## src/rtl/ccd_clock_sequencer.sv

```systemverilog
// CCD phase-clock sequencer with a Wishbone register block.
// Drives phi_p / phi_l1 / phi_l2 / phi_r through PULSE -> SHIFT -> HOLD frames
// with runtime pixel count, pulse width, hold time and step divider.
module ccd_clock_sequencer #(
  parameter logic [31:0] BASE_ADDR    = 32'h3000_0000,
  parameter int          CNT_W        = 14,
  parameter int          DEFAULT_NPIX = 2052,
  parameter int          DEFAULT_PW   = 18,
  parameter logic [31:0] DEFAULT_TINT = 32'h1009
) (
  input  logic        i_wb_clk,
  input  logic        i_wb_rst,
  input  logic        i_wb_cyc,
  input  logic        i_wb_stb,
  input  logic        i_wb_we,
  input  logic [31:0] i_wb_addr,
  input  logic [31:0] i_wb_data,
  output logic        o_wb_ack,
  output logic [31:0] o_wb_data,
  output logic        o_phi_p,
  output logic        o_phi_l1,
  output logic        o_phi_l2,
  output logic        o_phi_r,
  output logic        o_frame_done,
  output logic        o_busy
);

  typedef enum logic [1:0] {IDLE = 2'd0, PULSE = 2'd1, SHIFT = 2'd2, HOLD = 2'd3} state_t;

  localparam logic [CNT_W-1:0] NPIX_RST = CNT_W'(DEFAULT_NPIX);
  localparam logic [15:0]      PW_RST   = 16'(DEFAULT_PW);
  localparam logic [CNT_W-1:0] PIX_ONE  = CNT_W'(1);

  // Bus-side registers
  logic             ack_q, ack_d;
  logic [31:0]      rdata_q, rdata_d;
  logic             en_q, en_d, oneshot_q, oneshot_d, start_q, start_d;
  logic [CNT_W-1:0] npix_q, npix_d;
  logic [31:0]      tint_q, tint_d;
  logic [15:0]      pw_q, pw_d;
  logic [7:0]       div_q, div_d;
  logic [15:0]      frame_cnt_q, frame_cnt_d;

  // Sequencer state, per-frame shadow copies and counters
  state_t           state_q, state_d;
  logic [1:0]       step_q, step_d;
  logic [CNT_W-1:0] pix_q, pix_d;
  logic [31:0]      cyc_q, cyc_d;
  logic [CNT_W-1:0] sh_npix_q, sh_npix_d;
  logic [31:0]      sh_tint_q, sh_tint_d;
  logic [15:0]      sh_pw_q, sh_pw_d;
  logic [7:0]       sh_div_q, sh_div_d;

  // Registered outputs
  logic phi_p_q, phi_p_d, phi_l1_q, phi_l1_d, phi_l2_q, phi_l2_d, phi_r_q, phi_r_d;
  logic done_q, done_d, busy_q, busy_d;

  logic        wb_req, wb_hit;
  logic [31:0] wb_off;
  logic [2:0]  wb_sel;
  logic        load_shadow;
  logic [15:0] pw_last;
  logic [31:0] tint_last;

  assign wb_req = i_wb_cyc & i_wb_stb & ~ack_q;
  assign wb_off = i_wb_addr - BASE_ADDR;
  assign wb_hit = (wb_off[31:5] == 27'd0) && (wb_off[1:0] == 2'd0);
  assign wb_sel = wb_off[4:2];

  // Zero pulse/hold lengths behave as one cycle.
  assign pw_last   = (sh_pw_q == 16'd0)   ? 16'd0 : sh_pw_q - 16'd1;
  assign tint_last = (sh_tint_q == 32'd0) ? 32'd0 : sh_tint_q - 32'd1;

  // Register file: decode writes, build registered read data and ack.
  always_comb begin
    // NOTE: every signal gets a default before any branch so no latch is inferred.
    ack_d     = wb_req;
    rdata_d   = 32'd0;
    en_d      = en_q;
    oneshot_d = oneshot_q;
    start_d   = 1'b0;
    npix_d    = npix_q;
    tint_d    = tint_q;
    pw_d      = pw_q;
    div_d     = div_q;
    if (wb_req && wb_hit) begin
      if (i_wb_we) begin
        case (wb_sel)
          3'd0: begin
            en_d      = i_wb_data[0];
            oneshot_d = i_wb_data[1];
            start_d   = i_wb_data[2];
          end
          3'd1:    npix_d = i_wb_data[CNT_W-1:0];
          3'd2:    tint_d = i_wb_data;
          3'd3:    pw_d   = i_wb_data[15:0];
          3'd4:    div_d  = i_wb_data[7:0];
          default: ;
        endcase
      end else begin
        case (wb_sel)
          3'd0:    rdata_d = {30'd0, oneshot_q, en_q};
          3'd1:    rdata_d = 32'(npix_q);
          3'd2:    rdata_d = tint_q;
          3'd3:    rdata_d = {16'd0, pw_q};
          3'd4:    rdata_d = {24'd0, div_q};
          3'd5:    rdata_d = {frame_cnt_q, 13'd0, state_q, busy_q};
          default: rdata_d = 32'd0;
        endcase
      end
    end
  end

  // Sequencer next state, counters, shadow loads and next-cycle phase outputs.
  always_comb begin
    state_d     = state_q;
    step_d      = step_q;
    pix_d       = pix_q;
    cyc_d       = cyc_q;
    frame_cnt_d = frame_cnt_q;
    done_d      = 1'b0;
    load_shadow = 1'b0;
    if (!en_q) begin
      state_d = IDLE;
      step_d  = 2'd0;
      pix_d   = '0;
      cyc_d   = 32'd0;
    end else begin
      case (state_q)
        IDLE: begin
          if (!oneshot_q || start_q) begin
            state_d     = PULSE;
            cyc_d       = 32'd0;
            load_shadow = 1'b1;
          end
        end
        PULSE: begin
          if (cyc_q == {16'd0, pw_last}) begin
            cyc_d   = 32'd0;
            step_d  = 2'd0;
            pix_d   = '0;
            state_d = (sh_npix_q == '0) ? HOLD : SHIFT;
          end else begin
            cyc_d = cyc_q + 32'd1;
          end
        end
        SHIFT: begin
          if (cyc_q == {24'd0, sh_div_q}) begin
            cyc_d = 32'd0;
            if (step_q == 2'd3) begin
              step_d = 2'd0;
              if (pix_q == sh_npix_q - PIX_ONE) begin
                pix_d   = '0;
                state_d = HOLD;
              end else begin
                pix_d = pix_q + PIX_ONE;
              end
            end else begin
              step_d = step_q + 2'd1;
            end
          end else begin
            cyc_d = cyc_q + 32'd1;
          end
        end
        HOLD: begin
          if (cyc_q == tint_last) begin
            cyc_d       = 32'd0;
            done_d      = 1'b1;
            frame_cnt_d = frame_cnt_q + 16'd1;
            if (oneshot_q) begin
              state_d = IDLE;
            end else begin
              state_d     = PULSE;
              load_shadow = 1'b1;
            end
          end else begin
            cyc_d = cyc_q + 32'd1;
          end
        end
        default: state_d = IDLE;
      endcase
    end

    sh_npix_d = load_shadow ? npix_q : sh_npix_q;
    sh_tint_d = load_shadow ? tint_q : sh_tint_q;
    sh_pw_d   = load_shadow ? pw_q   : sh_pw_q;
    sh_div_d  = load_shadow ? div_q  : sh_div_q;

    // Outputs follow the state being entered so they are valid from its first cycle.
    phi_p_d  = 1'b0;
    phi_l1_d = 1'b0;
    phi_l2_d = 1'b0;
    phi_r_d  = 1'b0;
    case (state_d)
      PULSE: begin
        phi_p_d  = 1'b1;
        phi_l2_d = 1'b1;
        phi_r_d  = 1'b1;
      end
      SHIFT: begin
        phi_r_d  = (step_d == 2'd0);
        phi_l2_d = ~step_d[1];
        phi_l1_d = step_d[1];
      end
      default: ;
    endcase
    busy_d = (state_d != IDLE);
  end

  // All state registers with synchronous reset.
  always_ff @(posedge i_wb_clk) begin
    // NOTE: sequential state uses non-blocking assignments so every flop samples pre-edge values.
    if (i_wb_rst) begin
      ack_q       <= 1'b0;
      rdata_q     <= 32'd0;
      en_q        <= 1'b0;
      oneshot_q   <= 1'b0;
      start_q     <= 1'b0;
      npix_q      <= NPIX_RST;
      tint_q      <= DEFAULT_TINT;
      pw_q        <= PW_RST;
      div_q       <= 8'd0;
      frame_cnt_q <= 16'd0;
      state_q     <= IDLE;
      step_q      <= 2'd0;
      pix_q       <= '0;
      cyc_q       <= 32'd0;
      sh_npix_q   <= NPIX_RST;
      sh_tint_q   <= DEFAULT_TINT;
      sh_pw_q     <= PW_RST;
      sh_div_q    <= 8'd0;
      phi_p_q     <= 1'b0;
      phi_l1_q    <= 1'b0;
      phi_l2_q    <= 1'b0;
      phi_r_q     <= 1'b0;
      done_q      <= 1'b0;
      busy_q      <= 1'b0;
    end else begin
      ack_q       <= ack_d;
      rdata_q     <= rdata_d;
      en_q        <= en_d;
      oneshot_q   <= oneshot_d;
      start_q     <= start_d;
      npix_q      <= npix_d;
      tint_q      <= tint_d;
      pw_q        <= pw_d;
      div_q       <= div_d;
      frame_cnt_q <= frame_cnt_d;
      state_q     <= state_d;
      step_q      <= step_d;
      pix_q       <= pix_d;
      cyc_q       <= cyc_d;
      sh_npix_q   <= sh_npix_d;
      sh_tint_q   <= sh_tint_d;
      sh_pw_q     <= sh_pw_d;
      sh_div_q    <= sh_div_d;
      phi_p_q     <= phi_p_d;
      phi_l1_q    <= phi_l1_d;
      phi_l2_q    <= phi_l2_d;
      phi_r_q     <= phi_r_d;
      done_q      <= done_d;
      busy_q      <= busy_d;
    end
  end

  assign o_wb_ack     = ack_q;
  assign o_wb_data    = rdata_q;
  assign o_phi_p      = phi_p_q;
  assign o_phi_l1     = phi_l1_q;
  assign o_phi_l2     = phi_l2_q;
  assign o_phi_r      = phi_r_q;
  assign o_frame_done = done_q;
  assign o_busy       = busy_q;

endmodule
```

## config.mk

```make
export PLATFORM = sky130hd
export DESIGN_NAME = ccd_clock_sequencer
export DESIGN_NICKNAME = d
export VERILOG_FILES = /design/src/rtl/ccd_clock_sequencer.sv
export SDC_FILE = /design/constraint.sdc
export NUM_CORES = 1
export LEC_CHECK = 0
export BUFFER_PORTS_ARGS = -buffer_cell sky130_fd_sc_hd__buf_2
export CORE_MARGIN = 2
export CORE_UTILIZATION = 35
export CTS_CLUSTER_SIZE = 12
export DETAILED_ROUTE_END_ITERATION = 7
export GPL_TIMING_DRIVEN = 0
export PLACE_DENSITY = 0.48
export REMOVE_ABC_BUFFERS = 1
export SLEW_MARGIN = 20
export SYNTH_ARGS = -nofsm -noshare
export SYNTH_HDL_FRONTEND = slang
export SYNTH_SLANG_ARGS = --single-unit
export TNS_END_PERCENT = 30
```

## constraint.sdc

```tcl
create_clock -name i_wb_clk -period 5.4 [get_ports i_wb_clk]
set_input_delay 0.27 -clock i_wb_clk [delete_from_list [all_inputs] [get_ports i_wb_clk]]
set_output_delay 0.27 -clock i_wb_clk [all_outputs]
set_load 0.005 [all_outputs]
```

# --- Word level (Yosys, flattened, before mapping) ---
# Cells that the tools add are included.
op_classes:
  addsub: 8
  n_eq_ne: 19
  n_mux: 37
  bitwise: 10
  reduce_logical: 26
ops:
  columns: ["op", "n"]
  rows:
  - ["case mux 32 bit (6 select lines)", 1]
  - ["two-way mux 32 bit", 5]
  - ["case mux 32 bit (4 select lines)", 1]
  - ["two-way mux 14 bit", 4]
  - ["adder 32 x 1 -> 32 bit, second input constant", 1]
  - ["== test 32 x 16 -> 1 bit", 1]
  - ["== test 32 bit", 1]
  - ["== test 32 x 8 -> 1 bit", 1]
  - ["logical NOT 32 bit", 1]
  - ["subtractor 32 x 1 -> 32 bit, second input constant", 1]
  - ["subtractor 32 x 30 -> 32 bit, second input constant", 1]
  - ["case mux 14 bit (2 select lines)", 1]
  - ["logical NOT 27 bit", 1]
  - ["two-way mux 2 bit", 11]
  - ["AND reduction 3 bit", 6]
  - ["adder 16 x 1 -> 16 bit, second input constant", 1]
  - ["logical NOT 16 bit", 1]
  - ["two-way mux 16 bit", 1]
  - ["subtractor 16 x 1 -> 16 bit, second input constant", 1]
  - ["adder 14 x 1 -> 14 bit, second input constant", 1]
  - ["== test 14 bit", 1]
  - ["logical NOT 14 bit", 1]
  - ["subtractor 14 x 1 -> 14 bit, second input constant", 1]
  - ["== test 2 bit, second input constant", 4]
  - ["other kinds (22)", 51]
word_totals:
  ff_bits: 248
  out_inout_bits: 39
  wordCells: 124

# --- Longest topological paths before layout ---
# Gate-level depths: netlist of the first run.
depth:
  ltp_word: 10
  ltp_mapped: 19
  depth_no_buf: 15

# --- Worst setup path after synthesis of the first run ---
# Ideal clock, no wire load.
synth_path:
  path_kind: "register -> register"
  start: "reg sh_tint_q[0]"
  end: "reg phi_r_q (netlist: o_phi_r)"
  setup_time_ns: 0.091
  arrival_time_ns: 4.477
  required_ns: 5.309
  setup_slack_ns: 0.832
  stages_incl_launch_ff: 20
  n_path_buf: 4
  synth_period_minus_slack_ns: 4.568
  path_cell_list: "dfxtp_1 inv_1 ha_1 or4b_1 clkbuf_1 or3_1 clkbuf_1 buf_2 o41ai_1 nand2_1 a22o_1 or4_1 or4_1 buf_2 mux2i_1 a22oi_1 nand2b_1 ha_1 nand2b_1 a311oi_1"
synth_via:
  elab_chain_len: 8
synth_rtl:
  columns: ["element", "line_no", "rtl"]
  rows:
  - ["start, declared", "50", "logic [31:0] sh_tint_q, sh_tint_d;"]
  - ["start signal, assigned", "254", "sh_tint_q <= sh_tint_d;"]
  - ["subtractor 32 x 1 -> 32 bit or logical NOT 32 bit (tied branches)", "72", "assign tint_last = (sh_tint_q == 32'd0) ? 32'd0 : sh_tint_q - 32'd1;"]
  - ["two-way mux 32 bit (*)", "72", null]
  - ["== test 32 bit (*)", "166", "if (cyc_q == tint_last) begin"]
  - ["two-way mux 2 bit (*)", "166", null]
  - ["case mux 2 bit (4 select lines) (*)", "129", "case (state_q)"]
  - ["two-way mux 2 bit (*)", "123", "if (!en_q) begin"]
  - ["== test 2 bit or == test 2 x 1 -> 1 bit (tied branches)", "194", "case (state_d)"]
  - ["case mux 1 bit (2 select lines) (*)", "194", null]
  - ["end signal, assigned", "260", "phi_r_q <= phi_r_d;"]
  - ["end, declared", "55", "logic phi_p_q, phi_p_d, phi_l1_q, phi_l1_d, phi_l2_q, phi_l2_d, phi_r_q, phi_r_d;"]
# Mark *: on every way between the ends. The rest lies on a longest branch, timed or not.
# A chain may end at the register's enable or synchronous reset.

# --- Worst setup path in the final report of the first run ---
layout_path:
  start: "reg sh_tint_q[0]"
  end: "reg frame_cnt_q[15]"
layout_via:
  elab_chain_len: 4
layout_rtl:
  columns: ["element", "line_no", "rtl"]
  rows:
  - ["subtractor 32 x 1 -> 32 bit or logical NOT 32 bit (tied branches)", "72", null]
  - ["two-way mux 32 bit (*)", "72", null]
  - ["== test 32 bit (*)", "166", null]
  - ["AND reduction 3 bit (no source line) (*)", null, null]
  - ["end signal, assigned", "248", "frame_cnt_q <= frame_cnt_d;"]
  - ["end, declared", "42", "logic [15:0] frame_cnt_q, frame_cnt_d;"]
# Marks and branches as above.

==> results of run 1 <==
## power breakdown
group | leakage, nW | switching, mW | internal, mW
registers | 2.00 | 0.000204 | 1.83
logic | 3.10 | 0.0658 | 0.0607
clock network | 0.428 | 0.769 | 1.10
total | 5.52 | 0.835 | 2.99
## per-stage QoR
stage	setup TNS, ns	hold WS (ns)	cells
after floorplan	-1018.89	0.337	1574
after global placement	-1599.58	0.431	2199
after detailed placement	-49.36	0.436	2221
after CTS	0	0.00321	2310
after global routing	0	0.0474	2318
final	0	0.0436	2318
## synth_stat cells (all sizes together) (23+ instances only)
cell type  instances
nand4             23
nand3             40
mux2i            100
inv               33
a22oi             35
nor3              54
nand2b           141
clkbuf           108
nor4              44
xnor2             62
nor2             167
o21ai             33
dfxtp            248
nand2            181
a31oi             30
a21oi             89
## what timing repair did
action	CTS	global route
pin swaps	4	5
setup buffers	10	10
hold buffers	33	0
endpoints found under the setup margin	84	8
resized for setup	18	4
hold endpoints to repair	58	0
## sequential cells by signal (all words and copies together), names as in the netlist, 2 cells and up
signal       count
div_q            8
state_q          2
sh_div_q         8
pix_q           14
cyc_q           32
sh_pw_q         16
frame_cnt_q     16
npix_q          14
tint_q          32
step_q           2
sh_tint_q       32
pw_q            16
o_wb_data       32
sh_npix_q       14
## logic make-up (layout without fill, tap and decap cells)
group,after synthesis,after routing
buffers and inverters,163,259
AND/OR/NAND/NOR,780,780
flip-flops,248,248
adder cells (fa/ha/maj),16,16
XOR/XNOR,83,83
multiplexers,120,120
AO/OA/AOI/OAI,294,294
## layout make-up
| type | instances | share of cell area (%) |
|---|---|---|
| clock buffers | 41 | 4.89 |
| clock inverters | 7 | 0.542 |
| inverters | 33 | 0.767 |
| multi-input cells | 1293 | 51.5 |
| flip-flops and latches | 248 | 30.7 |
| well taps | 518 | 4.01 |
| repair buffers | 178 | 7.53 |
## worst max-delay path, stage by stage (launching register included)
cell	delay, ns
dfxtp_2	0.35
inv_1	0.10
ha_2	0.21
or4b_4	0.51
or3_4	0.48
buf_4	0.19
or3_1	0.37
nand3_1	0.11
o2111ai_1	0.10
or4_4	0.58
nor4_4	0.36
buf_4	0.20
nand3_1	0.58
nor4_1	0.53
mux2_1	0.36
## per-layer routing
layer  vias up  track usage (%)
met4         0             4.12
met3        40             1.94
met1      5953             29.8
met2       247             30.9
met5         -                0
li1       6196                -
## worst paths after layout
| kind | cells past startpoint | slack [ns] | endpoint | start |
|---|---|---|---|---|
| setup / recovery | 14 | 0.23 | frame_cnt_q[15]$_SDFFE_PP0P_ | sh_tint_q[0]$_SDFFE_PP1P_ |
| setup reg to reg | 14 | 0.23 | frame_cnt_q[15]$_SDFFE_PP0P_ | sh_tint_q[0]$_SDFFE_PP1P_ |
| hold reg to reg | 1 | 0.44 | o_wb_ack$_SDFF_PP0_ | o_wb_ack$_SDFF_PP0_ |
| hold / removal | 3 | 0.04 | tint_q[2]$_SDFFE_PP0P_ | i_wb_data[2] |
==> impl_metrics.csv, run 1 <==
group,metric,value,unit
detailed_routing,post_drt_wl_per_cell,18.2,um
global_routing,grt_pass1_wl,66000,um
setup_path,crit_fanout,11,
timing,setup_violations,0,
finish,finalInstanceArea,0.0162,sq mm
detailed_routing,vias,12400,
logic_synthesis,synth-seq-cells,248,
floorplanning,start_util,35.6,%
setup_path,crit_required,5.83,ns
placement,placed_area,0.0147,sq mm
timing,hold_viol,0,
clock_network,cts.clk_slew.worst_paths,0.06,ns
logic_synthesis,synth_top_family_by_area,"simple AND/OR/NAND/NOR gates",
logic_synthesis,synth_xor_xnor_area_share,5.54,%
logic_synthesis,yosysSeqAreaShare,35.8,%
timing,max_freq,193,MHz
timing,worst_slack,0.230,ns
floorplanning,die_area,0.0412,sq mm
timing,worst_pin_slew,1.09,ns
setup_path,path_class,"flip-flop to flip-flop",
detailed_routing,top_layer,"met4",
logic_synthesis,ys_warn_count,0,
logic_synthesis,syn_area,0.0139,sq mm
global_routing,grt_usage,19.9,%
clock_network,cts_sinks,248,
logic_synthesis,synthAdderAreaFrac,1.44,%
power,vdd_ir_drop_max,0.219,mV
timing,period_share,95.7,%
floorplanning,io_pins,108,
timing,grt_setup_unrepaired,"false",
timing,fin_skew,0.0142,ns
hold_path,hp-class,"input pin to flip-flop",
detailed_routing,wl,42100,um
placement,dpl_worst_slack,-1.43,ns
logic_synthesis,yosysTopAreaCell,"dfxtp_1",
logic_synthesis,async_reset_ff_share,0,%
logic_synthesis,synth-edff-count,0,
power,power.leakage,5.52,nW
placement,dpl.hpwl,30400,um
timing,drv_slew,0,
global_routing,grt_pass1_vias,11600,
clock_network,cts_max_level,1,
detailed_routing,wl_met2,18200,um
clock_network,clk_path_buf_depth,3,
clock_network,clock_latency,0.55,ns
detailed_routing,drt_iter0_markers,844,
timing,fin_crit,5.17,ns
placement,place.gp.congestion,0.851,
placement,numPortBuffers,107,
detailed_routing,met3_wirelength,1590,um
logic_synthesis,synth.area.mux_share,8.92,%
finish,antennaDiodeCount,0,
floorplanning,core_area,0.0389,sq mm
floorplanning,rows,72,
logic_synthesis,synth-main-ff-cell,"dfxtp_1",
finish,nFillCells,4027,
finish,fin_nets,1867,
global_routing,antenna_found_initial,0,
clock_network,cts_root_buf,"clkbuf_16",
finish,regArea,0.00497,sq mm
global_routing,grt-ovfl-total,0,
detailed_routing,drc,0,
logic_synthesis,synth_area_leaders,"dfxtp_1 36%, mux2i_1 7.2%, nand2b_1 6.4%, nand2_1 4.9%, nor2_1 4.5%",
detailed_routing,antenna_left,0,
logic_synthesis,synth_compound_area_share,14.1,%
floorplanning,dieHeight,203,um
finish,drive_above_1_share,13.4,%
finish,layout_commonest_cell,"dfxtp_1",
logic_synthesis,ys_types,77,
finish,final_util,41.5,%
run_status,status,"finished clean",
clock_network,cts_buffers,28,
run,cap_violations,0,
finish,multiInputGateArea,0.00833,sq mm
finish,areaGrowthSynthToFinish,16.5,%
global_routing,grt_max_degree,133,
logic_synthesis,synth_top_area_share,35.8,%
detailed_routing,drtPass1Iterations,5,
clock_network,cts_tree,"yes",
timing,slew_headroom,27.4,%
setup_path,worstSetupStartpointType,"flip-flop",
detailed_routing,viasPerCell,5.36,
setup_path,crit_path_end_kind,"flip-flop",
setup_path,cp.arrival,5.60,ns
logic_synthesis,yosys.area_share.simple,29.2,%
logic_synthesis,synth.avg_cell_area,8.14,sq um
floorplanning,die_w,203,um
power,power_density,237,mW/mm^2
logic_synthesis,synthCells,1704,
detailed_routing,drt-met1-wl,21700,um
finish,layout_common_cells,"247 x dfxtp_1, 180 x nand2_1, 167 x nor2_1",
power,power,3.83,mW
Power figures use the tool's default switching activity.
==> inputs of run 2 (changes only) <==
--- a/config.mk
+++ b/config.mk
@@ -11,7 +11,7 @@
 export CTS_CLUSTER_SIZE = 12
 export DETAILED_ROUTE_END_ITERATION = 7
 export GPL_TIMING_DRIVEN = 0
-export PLACE_DENSITY = 0.48
+export PLACE_DENSITY = 0.5
 export REMOVE_ABC_BUFFERS = 1
 export SLEW_MARGIN = 20
 export SYNTH_ARGS = -nofsm -noshare
==> constraint.sdc (replaced) <==
create_clock -name i_wb_clk -period 4.6 [get_ports i_wb_clk]
set_input_delay 0.23 -clock i_wb_clk [delete_from_list [all_inputs] [get_ports i_wb_clk]]
set_output_delay 0.23 -clock i_wb_clk [all_outputs]
set_load 0.005 [all_outputs]
==> impl_metrics.csv, run 2 (synthesized netlist as in run 1, its figures left out) <==
group,metric,value,unit
run_status,status,"finished with violations",
run_status,violations,"setup timing",
power,power.leakage,5.91,nW
clock_network,clock_latency,0.57,ns
detailed_routing,top_layer,"met4",
finish,antennaDiodeCount,0,
clock_network,cts_root_buf,"clkbuf_16",
power,p_int,3.57,mW
timing,period_share,104,%
finish,multiInputGateArea,0.00857,sq mm
floorplanning,core_area,0.0389,sq mm
timing,worst_slack,-0.188,ns
timing,fin_crit,4.79,ns
power,p_clk_share,50.0,%
global_routing,grt_pass1_wl,67000,um
power,p_sw,1.02,mW
run,cap_violations,0,
clock_network,cts_sinks,248,
floorplanning,io_pins,108,
timing,setup_violations,28,
finish,final_util,43.8,%
hold_path,hp-class,"input pin to flip-flop",
power,vdd_ir_drop_max,0.252,mV
timing,fin_skew,0.0171,ns
power,p_comb_share,3.3,%
setup_path,crit_required,5.10,ns
timing,grt_setup_unrepaired,"true",
floorplanning,die_w,203,um
placement,numPortBuffers,107,
placement,dpl.hpwl,30100,um
timing,slew_headroom,38.3,%
clock_network,clk_path_buf_depth,3,
global_routing,grt_max_degree,157,
detailed_routing,met3_wirelength,2010,um
clock_network,cts_buffers,29,
timing,drv_slew,0,
clock_network,cts_max_level,1,
detailed_routing,antenna_left,0,
placement,place_inst,2222,
detailed_routing,vias,12800,
finish,fin_nets,1921,
global_routing,grt-ovfl-total,0,
power,power,4.59,mW
timing,hold_viol,0,
floorplanning,die_area,0.0412,sq mm
detailed_routing,post_drt_wl_per_cell,18.0,um
floorplanning,dieHeight,203,um
detailed_routing,wl,42700,um
detailed_routing,drt-met1-wl,21000,um
finish,stdcell_count,2377,
setup_path,crit_fanout,7,
floorplanning,start_util,35.6,%
power,power_density,269,mW/mm^2
placement,place.gp.congestion,0.861,
detailed_routing,drtPass1Iterations,5,
global_routing,grt_usage,20.2,%
setup_path,cp.arrival,5.29,ns
timing,worst_pin_slew,0.924,ns
global_routing,grt_pass1_vias,12000,
clock_network,cts_tree,"yes",
setup_path,crit_path_end_kind,"flip-flop",
finish,regArea,0.00498,sq mm
detailed_routing,drt_iter0_markers,866,
finish,layout_common_cells,"242 x dfxtp_1, 180 x nand2_1, 166 x nor2_1",
setup_path,path_class,"flip-flop to flip-flop",
finish,nFillCells,3993,
finish,areaGrowthSynthToFinish,23.0,%
detailed_routing,viasPerCell,5.38,
detailed_routing,wl_met2,18800,um
finish,layout_commonest_cell,"dfxtp_1",
power,switching_share,22.2,%
detailed_routing,drc,0,
clock_network,cts.clk_slew.worst_paths,0.06,ns
floorplanning,rows,72,
setup_path,worstSetupStartpointType,"flip-flop",
timing,max_freq,209,MHz
global_routing,antenna_found_initial,0,
power,seq_power_share,46.8,%
finish,drive_above_1_share,18.3,%
-- run 2: routing by layer --
layer,track usage (%),vias to the layer above
met4,5.29,0
met5,0,-
met2,31.6,280
met1,29.2,6133
met3,2.71,64
li1,-,6314
-- run 2: through the flow --
step	hold WS [ns]	worst slack (ns)	area, sq um	TNS (ns)
6_report	0.0858	-0.188	17100	-2.21
3_5_place_dp	0.447	-2.59	14700	-144.89
3_3_place_gp	0.431	-22.72	14500	-1671.26
2_1_floorplan	0.297	-15.36	13300	-1088.60
5_1_grt	0.0978	-0.368	17100	-10.01
4_1_cts	0.0634	-0.188	16700	-0.979
-- run 2: worst paths after layout --
check,startpoint,end,slack (ns),depth (start not counted)
worst max register to register,sh_tint_q[6]$_SDFFE_PP0P_,sh_npix_q[13]$_SDFFE_PP0P_,-0.19,21
worst min-delay path,i_wb_rst,pw_q[8]$_SDFFE_PP0P_,0.09,2
worst min register to register,o_wb_ack$_SDFF_PP0_,o_wb_ack$_SDFF_PP0_,0.46,1
worst max-delay path,sh_tint_q[6]$_SDFFE_PP0P_,sh_npix_q[13]$_SDFFE_PP0P_,-0.19,21
-- run 2: power groups by stage --
| stage | clock [mW] | combinational (mW) | sequential (mW) |
|---|---|---|---|
| global route | 2.44 | 0.162 | 2.15 |
| finish | 2.29 | 0.150 | 2.15 |
| CTS | 2.35 | 0.150 | 2.15 |
| global placement | 0 | 0.127 | 2.20 |
| floorplan | 0 | 0.0382 | 2.20 |
| detailed placement | 0 | 0.127 | 2.20 |
-- run 2: layout make-up --
type | count | area share, %
multi-input combinational | 1294 | 50.2
sequential | 248 | 29.2
timing repair buffer | 230 | 10.4
clock buffer | 40 | 5.02
tap | 518 | 3.80
inverter | 33 | 0.741
clock inverter | 14 | 0.609
-- run 2: worst max-delay path: stages (launching register included) --
cell	delay (ns)
dfxtp_4	0.35
or4_4	0.58
or4_4	0.58
or3_4	0.37
a32oi_4	0.25
o2111ai_2	0.13
or4_4	0.53
nor4_4	0.34
a21oi_2	0.13
a2111oi_4	0.32
buf_4	0.17
buf_6	0.08
buf_6	0.08
buf_6	0.08
buf_6	0.08
buf_6	0.08
buf_6	0.08
buf_6	0.08
buf_6	0.08
buf_6	0.08
buf_6	0.08
mux2i_1	0.15
-- run 2: repair_timing --
action	in CTS	in global routing
cloned	1	0
setup buffers	47	30
gates resized for setup	80	34
pin swaps	24	17
setup endpoints to repair	126	78
hold buffers	34	0
endpoints found under the hold margin	72	0
